--- src/rtl/popcount255_pipe.sv ---
// Two-stage population counter for a fixed 255-bit word: 16 chunk partials
// are registered in stage 1, then summed by an adder tree into the 8-bit result.
module popcount255_pipe (
   input  logic         clk,
   input  logic         rst,
   input  logic         in_valid,
   input  logic [254:0] in,
   output logic         out_valid,
   output logic [7:0]   out
);

   function automatic logic [4:0] pop16(input logic [15:0] w);
      logic [4:0] c;
      c = '0;
      for (int i = 0; i < 16; i++) begin
         c = c + {4'd0, w[i]};
      end
      return c;
   endfunction

   logic [15:0] chunk_p0   [16];
   logic [4:0]  partial_p1 [16];
   logic        vld_p1;

   logic [5:0]  s1_p1 [8];
   logic [6:0]  s2_p1 [4];
   logic [7:0]  s3_p1 [2];
   logic [7:0]  sum_p1;

   // The top chunk is only 15 bits wide; pad with zero rather than reading bit 255.
   always_comb begin
      for (int k = 0; k < 15; k++) begin
         chunk_p0[k] = in[16*k +: 16];
      end
      chunk_p0[15] = {1'b0, in[254:240]};
   end

   // ---- stage 1: per-chunk partial counts ----
   always_ff @(posedge clk) begin
      if (rst) begin
         vld_p1 <= 1'b0;
         for (int k = 0; k < 16; k++) begin
            partial_p1[k] <= '0;
         end
      end else begin
         vld_p1 <= in_valid;
         for (int k = 0; k < 16; k++) begin
            partial_p1[k] <= pop16(chunk_p0[k]);
         end
      end
   end

   always_comb begin
      for (int i = 0; i < 8; i++) begin
         s1_p1[i] = {1'b0, partial_p1[2*i]} + {1'b0, partial_p1[2*i+1]};
      end
      for (int i = 0; i < 4; i++) begin
         s2_p1[i] = {1'b0, s1_p1[2*i]} + {1'b0, s1_p1[2*i+1]};
      end
      for (int i = 0; i < 2; i++) begin
         s3_p1[i] = {1'b0, s2_p1[2*i]} + {1'b0, s2_p1[2*i+1]};
      end
      sum_p1 = s3_p1[0] + s3_p1[1];
   end

   // ---- stage 2: final sum register ----
   always_ff @(posedge clk) begin
      if (rst) begin
         out_valid <= 1'b0;
         out       <= '0;
      end else begin
         out_valid <= vld_p1;
         out       <= sum_p1;
      end
   end

endmodule

--- config.mk ---
export PLATFORM = sky130hd
export DESIGN_NAME = popcount255_pipe
export DESIGN_NICKNAME = d
export VERILOG_FILES = /design/src/rtl/popcount255_pipe.sv
export SDC_FILE = /design/constraint.sdc
export NUM_CORES = 1
export LEC_CHECK = 0
export ABC_CLOCK_PERIOD_IN_PS = 4600
export BUFFER_PORTS_ARGS = -buffer_cell sky130_fd_sc_hd__buf_2
export CAP_MARGIN = 20
export CORE_AREA = 2 2 145 147
export CTS_BUF_LIST = sky130_fd_sc_hd__clkbuf_8 sky130_fd_sc_hd__clkbuf_16
export CTS_CLUSTER_DIAMETER = 100
export CTS_CLUSTER_SIZE = 24
export DETAILED_ROUTE_END_ITERATION = 10
export DIE_AREA = 0 0 147 149
export PLACE_DENSITY = 0.84
export SYNTH_ARGS = -nofsm -noshare
export SYNTH_HDL_FRONTEND = slang
export SYNTH_SLANG_ARGS = --single-unit
--- constraint.sdc ---
create_clock -name clk -period 4.6 [get_ports clk]
set_clock_uncertainty 0.1 [all_clocks]
set_input_delay 0.92 -clock clk [delete_from_list [all_inputs] [get_ports clk]]
set_output_delay 0.92 -clock clk [all_outputs]
set_load 0.01 [all_outputs]
* Word level (Yosys, flattened, before mapping) *
Memory sizes are Yosys's and may differ from the RTL's.
Index checks and enable logic that the tools add are counted.

word-level totals
  register bits = 10
  RAM bits = 80
  input bits = 258
  output and inout port bits = 9
  logic and storage cells = 293
  memories kept = 1

operators by class
  add/subtract/negate cells = 254
  muxes and demuxes = 19
  bitwise logic cells = 16

memories
  memory      depth  bits a word  read ports  clocked after memory_dff  write ports  line  RTL
  partial_p1  16     5            16          0                         16           22    logic [4:0] partial_p1 [16];

operator list
  kind         count
  $add 5x1->5  175
  $add 4x1->5  16
  $mux 5       16
  $add 3x1->4  16
  $add 2x1->3  16
  $add 5x5->6  8
  $add 1x1->2  16
  $add 6x6->7  4
  $add 7x7->8  2
  $or 1x1->1   16
  $add 8x8->8  1
  $mux 1       3

* Longest topological paths before layout *
Gate-level depths: netlist (run 1).

  word-level depth = 16
  mapped depth = 19

* Worst setup path after synthesis (run 1) *
Ideal clock, no wire load.

  path type = register -> register
  from = memory partial_p1[0][3]
  to = register out[7]
  setup time = 0.074 ns
  data arrival time = 4.726 ns
  data required time = 4.426 ns
  slack = -0.300 ns
  stages on the path, launching flop included = 16
  buffers on the path = 0
  path through = dfxtp_1 > inv_1 > fa_1 > inv_1 > fa_1 > fa_1 > fa_1 > fa_1 > inv_1 > fa_1 > inv_1 > ha_1 > a211oi_2 > o21ai_1 > a2111o_1 > o21ai_0

RTL lines
  item                    line  RTL
  start: declaration      22
  end signal: assignment  73    out <= sum_p1;
  end: declaration        9     output logic [7:0] out

==> results.py, run 1 <==
metrics = {
    "clock_tree": {
        "htreeDepth": 3,
        "clk_pin_slew_ps": 60,
        "clk_latency_ps": 340,
        "cts_tree": "built",
        "cts.sinks": 89,
        "cts_buffers": 9,
        "cts-root-buf": "clkbuf_16",
        "cts_hold_buf": 0,
        "cts_buffer_depth": 2,
    },
    "synthesis": {
        "syn_area_um2": 10000,
        "ys_ff_latch": 89,
        "synth_nets": 1554,
        "avgSynthCellArea_um2": 10.3,
        "ys_warn_count": 0,
        "ys_types": 22,
        "yosysSeqAreaShare_pct": 17.8,
        "synthCells": 977,
    },
    "sta": {
        "hold_violations": 0,
        "drv_slew": 0,
        "worst_slew_pin_slew_ps": 901,
        "fmax_mhz": 208,
        "setup-violations-final": 3,
        "whs_ps": 340,
        "min_period_ps": 4810,
        "rsz0062_at_grt": "true",
        "worst_slack_ps": -206,
        "relSlewSlack_pct": 39.9,
        "period_share_pct": 104,
    },
    "placed_design": {
        "gp_congestion": 0.804,
        "placedCellCount": 1514,
        "place_ws_ps": -258,
        "dpl_cell_area_um2": 11700,
        "post-dp-hpwl_mm": 16.9,
        "port_buffers": 266,
    },
    "routing": {
        "postRouteAntennaNets": 0,
        "first_pass_iters": 4,
        "viasPerCell": 4.43,
        "post_drt_wl_per_cell_um": 12.2,
        "drc": 0,
        "vias": 6782,
        "wirelength_mm": 18.6,
        "drtIter0Drc": 152,
    },
    "global_route": {
        "grt.total_usage_pct": 18.0,
        "grt_pass1_vias": 7570,
        "grt_pass1_wl_mm": 31.7,
        "grt_overflow": 0,
        "grt_start_max_net_pins": 91,
        "antenna_found_initial": 0,
    },
    "finish": {
        "design_area_um2": 12100,
        "area_delta_synth_final_pct": 20.4,
        "fin_cells": 1531,
        "finish.net_count": 1829,
        "fillers": 1714,
        "num_antenna_cells": 0,
        "layout-drive-gt1-share_pct": 24.8,
    },
    "critical_path": {
        "worst_ep_required_time_ps": 4690,
        "cp-end-kind": "flop",
        "startpoint_type": "flop",
        "worstPathArrival_ps": 4900,
        "cp_max_fo": 3,
        "path_class": "flop to flop",
    },
    "run_status": {
        "violations": "negative setup slack",
        "status": "finished with violations",
    },
    "floorplan": {
        "die-height_um": 149,
        "rows": 53,
        "die_width_um": 147,
        "initial_core_util_pct": 48.8,
        "ios": 267,
        "core_area_um2": 20600,
        "dieArea_um2": 21900,
    },
    "job": {
        "maxCapViolCount": 0,
    },
    "worst_hold_path": {
        "hold_path.class": "flop to flop",
    },
}
## critical path, cell delays in order (launching register included)
cell and delay [ps]:
dfxtp_2 320, inv_2 40, fa_1 550, inv_2 40, fa_1 580, fa_1 470, fa_2 570, fa_1 430
inv_2 70, fa_2 430, inv_2 80, ha_4 150, inv_2 40, fa_2 380, nor2b_4 140, o21ai_2 60
a21boi_1 140, nor3_1 60
## kinds of logic after synthesis
family	after synthesis	share of synthesized area, %
AOI/OAI and AO/OA	57	3.47
buffers and inverters	386	14.5
DFF	89	17.8
and+or+nand+nor	93	4.74
xor gates and xnor gates	33	2.88
adders and majority gates	319	56.7
## final timing paths
check,start,endpoint,slack [ps],cells past startpoint
setup / recovery,partial_p1[11][2]$_SDFF_PP0_,out[6]$_SDFF_PP0_,-210,17
hold / removal,vld_p1$_SDFF_PP0_,out_valid$_SDFF_PP0_,340,1
setup reg to reg,partial_p1[11][2]$_SDFF_PP0_,out[6]$_SDFF_PP0_,-210,17
hold reg to reg,vld_p1$_SDFF_PP0_,out_valid$_SDFF_PP0_,340,1
## through the flow
step	TNS, ps	util (%)
5_1_grt	-1070	58.7
3_3_place_gp	-257	57.1
2_1_floorplan	0	-
3_5_place_dp	-619	57.1
6_report	-481	58.7
4_1_cts	-924	58.6
## metal layers
| layer | GRT usage [%] | routed length (µm) | vias to the layer above |
|---|---|---|---|
| li1 | - | - | 3277 |
| met1 | 20.2 | 6920 | 3331 |
| met2 | 35.8 | 10600 | 154 |
| met3 | 3.49 | 880 | 20 |
| met4 | 3.22 | 230 | 0 |
| met5 | 0 | 0 | - |
## Yosys cell counts
cell / n / area, µm²
a21o_2: 1 / 8.76
nor3b_1: 16 / 120
inv_1: 376 / 1410
xor2_1: 30 / 263
buf_2: 3 / 15.0
o21ai_0: 3 / 15.0
dfxtp_1: 89 / 1780
xnor2_1: 3 / 26.3
a21boi_0: 1 / 7.51
ha_1: 94 / 1180
o21ai_1: 1 / 5.00
a2111o_1: 1 / 11.3
nor2_1: 49 / 184
fa_1: 225 / 4500
clkbuf_1: 7 / 26.3
nor2b_1: 24 / 150
a21o_1: 16 / 120
a211oi_2: 1 / 12.5
a211oi_1: 1 / 7.51
nand2b_1: 1 / 6.26
nor3_1: 3 / 15.0
a21oi_1: 32 / 160
## repair_timing
item	CTS	global route
resized for setup	8	9
setup buffers	2	0
endpoints found under the setup margin	5	5
pin swaps	6	14
## flip-flops by register name, summed over array words and instances, names as in the netlist
signal,flops
partial_p1,79
out_valid,1
out,8
vld_p1,1
## final cells by class
cell class,count,area [µm²],share of cell area [%]
repair buffers,274,1390,11.5
inverters,376,1410,11.7
well taps,275,344,2.85
clock inverters,5,32.5,0.269
multi-input cells,502,6870,56.9
flip-flops and latches,89,1780,14.8
clock buffers,10,239,1.98
## layout by cell type, fill, tap and decap left out
master,netlist,routed
a21boi_1,0,1
dfxtp_1,89,88
inv_2,0,7
nor2_2,0,1
inv_1,376,370
nand2b_1,1,1
ha_1,94,91
nor3_1,3,3
buf_2,3,265
xnor2_1,3,3
a211oi_2,1,2
dfxtp_2,0,1
clkinv_2,0,1
inv_6,0,1
a21o_1,16,16
fa_1,225,222
ha_4,0,3
clkbuf_16,0,9
a21oi_1,32,32
nor3b_2,0,1
clkbuf_8,0,1
clkinvlp_4,0,2
a2111o_1,1,1
nor3b_1,16,15
xor2_1,30,30
a21o_2,1,1
buf_4,0,9
nor2b_1,24,23
o21ai_2,0,3
o21ai_1,1,1
nor2_1,49,48
nor2b_4,0,1
fa_2,0,3
Power of run 1 is left out: the tool's default activity adds up to more than one toggle a clock period on the data nets, which glitch-free logic cannot reach.
==> run 2: changes to the inputs <==
==> config.mk (replaced) <==
export PLATFORM = sky130hd
export DESIGN_NAME = popcount255_pipe
export DESIGN_NICKNAME = d
export VERILOG_FILES = /design/src/rtl/popcount255_pipe.sv
export SDC_FILE = /design/constraint.sdc
export NUM_CORES = 1
export LEC_CHECK = 0
export ABC_CLOCK_PERIOD_IN_PS = 4600
export CAP_MARGIN = 20
export CORE_AREA = 2 2 133 135
export CTS_BUF_LIST = sky130_fd_sc_hd__clkbuf_8 sky130_fd_sc_hd__clkbuf_16
export CTS_CLUSTER_DIAMETER = 100
export CTS_CLUSTER_SIZE = 24
export DETAILED_ROUTE_END_ITERATION = 10
export DIE_AREA = 0 0 135 137
export DONT_BUFFER_PORTS = 1
export PLACE_DENSITY = 0.82
export SYNTH_ARGS = -nofsm -noshare
export SYNTH_HDL_FRONTEND = slang
export SYNTH_SLANG_ARGS = --single-unit
==> run 2 against run 1 <==
Compared with the run above:
- the run still ends with negative setup slack left
- setup slack gained 5.7 ps
- die area shrank 16%
- non-clock buffer count shrank 265
- final cell count shrank 21%
- sequential cell count is the same
- fmax grew 0.12%
- clock-buffer cell count is the same
- first-iteration DRC count shrank 24%
- cell area shrank 11%
- sequential share of layout area grew 1.8 points
- register-to-register slack is essentially flat
- critical endpoint is now out[5]$_SDFF_PP0_
- highest routed layer unchanged
==> results.py, run 2 (synthesis gave the netlist of run 1 again) <==
metrics = {
    "worst_hold_path": {
        "whs_endpoint": "out_valid$_SDFF_PP0_",
        "hold_depth": 1,
        "worstHoldStart": "vld_p1$_SDFF_PP0_",
        "hold_path.class": "flop to flop",
    },
    "floorplan": {
        "die_width_um": 135,
        "dieArea_um2": 18500,
        "core_area_um2": 17100,
        "rows": 48,
        "die-height_um": 137,
        "initial_core_util_pct": 58.8,
        "ios": 267,
    },
    "placed_design": {
        "port_buffers": 0,
        "gp_congestion": 0.782,
        "place_ws_ps": -228,
        "post-dp-hpwl_mm": 15.3,
    },
    "global_route": {
        "grt.total_usage_pct": 20.0,
        "grt_pass1_wl_mm": 28.8,
        "grt_start_max_net_pins": 91,
        "antenna_found_initial": 0,
        "grt_pass1_vias": 6765,
        "grt_overflow": 0,
    },
    "sta": {
        "setup-violations-final": 3,
        "worst_slack_ps": -200,
        "relSlewSlack_pct": 70.7,
        "rsz0062_at_grt": "true",
        "hold_violations": 0,
        "min_period_ps": 4800,
        "period_share_pct": 104,
        "whs_ps": 333,
        "fmax_mhz": 208,
        "worst_slew_pin_slew_ps": 439,
        "drv_slew": 0,
    },
    "run_status": {
        "violations": "negative setup slack",
        "status": "finished with violations",
    },
    "clock_tree": {
        "cts_tree": "built",
        "htreeDepth": 3,
        "cts.sinks": 89,
        "clk_pin_slew_ps": 60,
        "cts-root-buf": "clkbuf_16",
        "clk_latency_ps": 340,
        "cts_buffer_depth": 2,
        "cts_buffers": 9,
    },
    "critical_path": {
        "worst_ep_required_time_ps": 4720,
        "rr_startpoint": "partial_p1[11][2]$_SDFF_PP0_",
        "ff2ff_path_depth": 16,
        "reg2reg_slack_ps": -200,
        "worstPathArrival_ps": 4920,
        "cp_max_fo": 3,
        "r2r_end": "out[5]$_SDFF_PP0_",
        "startpoint_type": "flop",
        "path_class": "flop to flop",
        "cp-end-kind": "flop",
    },
    "finish": {
        "layout-drive-gt1-share_pct": 4.84,
        "top_register": "partial_p1",
        "mostFrequentLayoutCells": "inv_1, fa_1, ha_1",
        "largest_reg_flops": 79,
        "final_util_pct": 63.1,
        "num_antenna_cells": 0,
        "mostFrequentLayoutCell": "inv_1",
        "top_regs": "partial_p1: 79 flops, out: 8 flops",
        "finish.net_count": 1564,
        "area_delta_synth_final_pct": 7.29,
    },
    "routing": {
        "first_pass_iters": 4,
        "drtIter0Drc": 116,
        "drc": 0,
        "post_drt_wl_per_cell_um": 14.2,
        "vias": 5822,
        "viasPerCell": 4.79,
        "postRouteAntennaNets": 0,
        "wirelength_mm": 17.3,
    },
    "job": {
        "maxCapViolCount": 0,
    },
}
## run 2: cell types whose count changed in the layout (fill, tap and decap cells not counted), moves of 2 or more
cell,before,now
buf_2,265,0
o21ai_1,1,3
bufinv_16,0,3
o21ai_2,3,1
nor3_1,3,1
nor3_2,0,2
inv_1,370,368
clkinvlp_4,2,0
## run 2: how the worst max path moves through the flow
stage / to / start / slack [ps]
2_1_floorplan: out[6]$_SDFF_PP0_ / partial_p1[13][2]$_SDFF_PP0_ / 1
3_3_place_gp: out[6]$_SDFF_PP0_ / partial_p1[13][2]$_SDFF_PP0_ / -110
3_5_place_dp: out[6]$_SDFF_PP0_ / partial_p1[2][2]$_SDFF_PP0_ / -230
4_1_cts: out[6]$_SDFF_PP0_ / partial_p1[14][2]$_SDFF_PP0_ / -180
5_1_grt: out[5]$_SDFF_PP0_ / partial_p1[11][2]$_SDFF_PP0_ / -310
6_report: out[5]$_SDFF_PP0_ / partial_p1[11][2]$_SDFF_PP0_ / -200
## run 2: cell type report
class                   instances  area (µm²)
clock buffers                  10         239
clock inverters                 5         104
fillers                      1346        6300
inverters                     376        1410
multi-input cells             502        6870
flip-flops and latches         89        1780
well taps                     225         282
repair buffers                  9        67.6
## run 2: routing by layer
metal | track usage, % | vias up | part of all wire, %
li1 | - | 2753 | -
met1 | 22.0 | 2872 | 37
met2 | 39.5 | 163 | 57
met3 | 3.56 | 34 | 4.0
met4 | 5.03 | 0 | 2.1
met5 | 0 | - | 0
## run 2: critical path: stages, from the launching register on
cell and delay, ps:
dfxtp_2 320, inv_2 40, fa_1 550, inv_2 50, fa_1 520, fa_1 560, fa_2 460, fa_1 540
inv_1 50, fa_2 520, inv_2 40, ha_4 160, buf_4 130, buf_4 120, a21o_4 190, a211oi_2 240
nor3_2 90
## run 2: metrics by stage
stage          instance area, µm²  setup TNS [ps]  instances
5_1_grt                     10800           -1030       1216
6_report                    10800            -458       1216
2_1_floorplan               10100               0        977
3_3_place_gp                10300            -189       1198
4_1_cts                     10700            -297       1216
3_5_place_dp                10300            -481       1198
## run 2: repair_timing
item / 4_1_cts / 5_1_grt
cloned: 0 / 0
buffers inserted: 4 / 2
setup endpoints to repair: 3 / 5
pin swaps: 20 / 11
hold buffers: 0 / 0
resized for setup: 13 / 6
Power of run 2 is left out for the same reason.
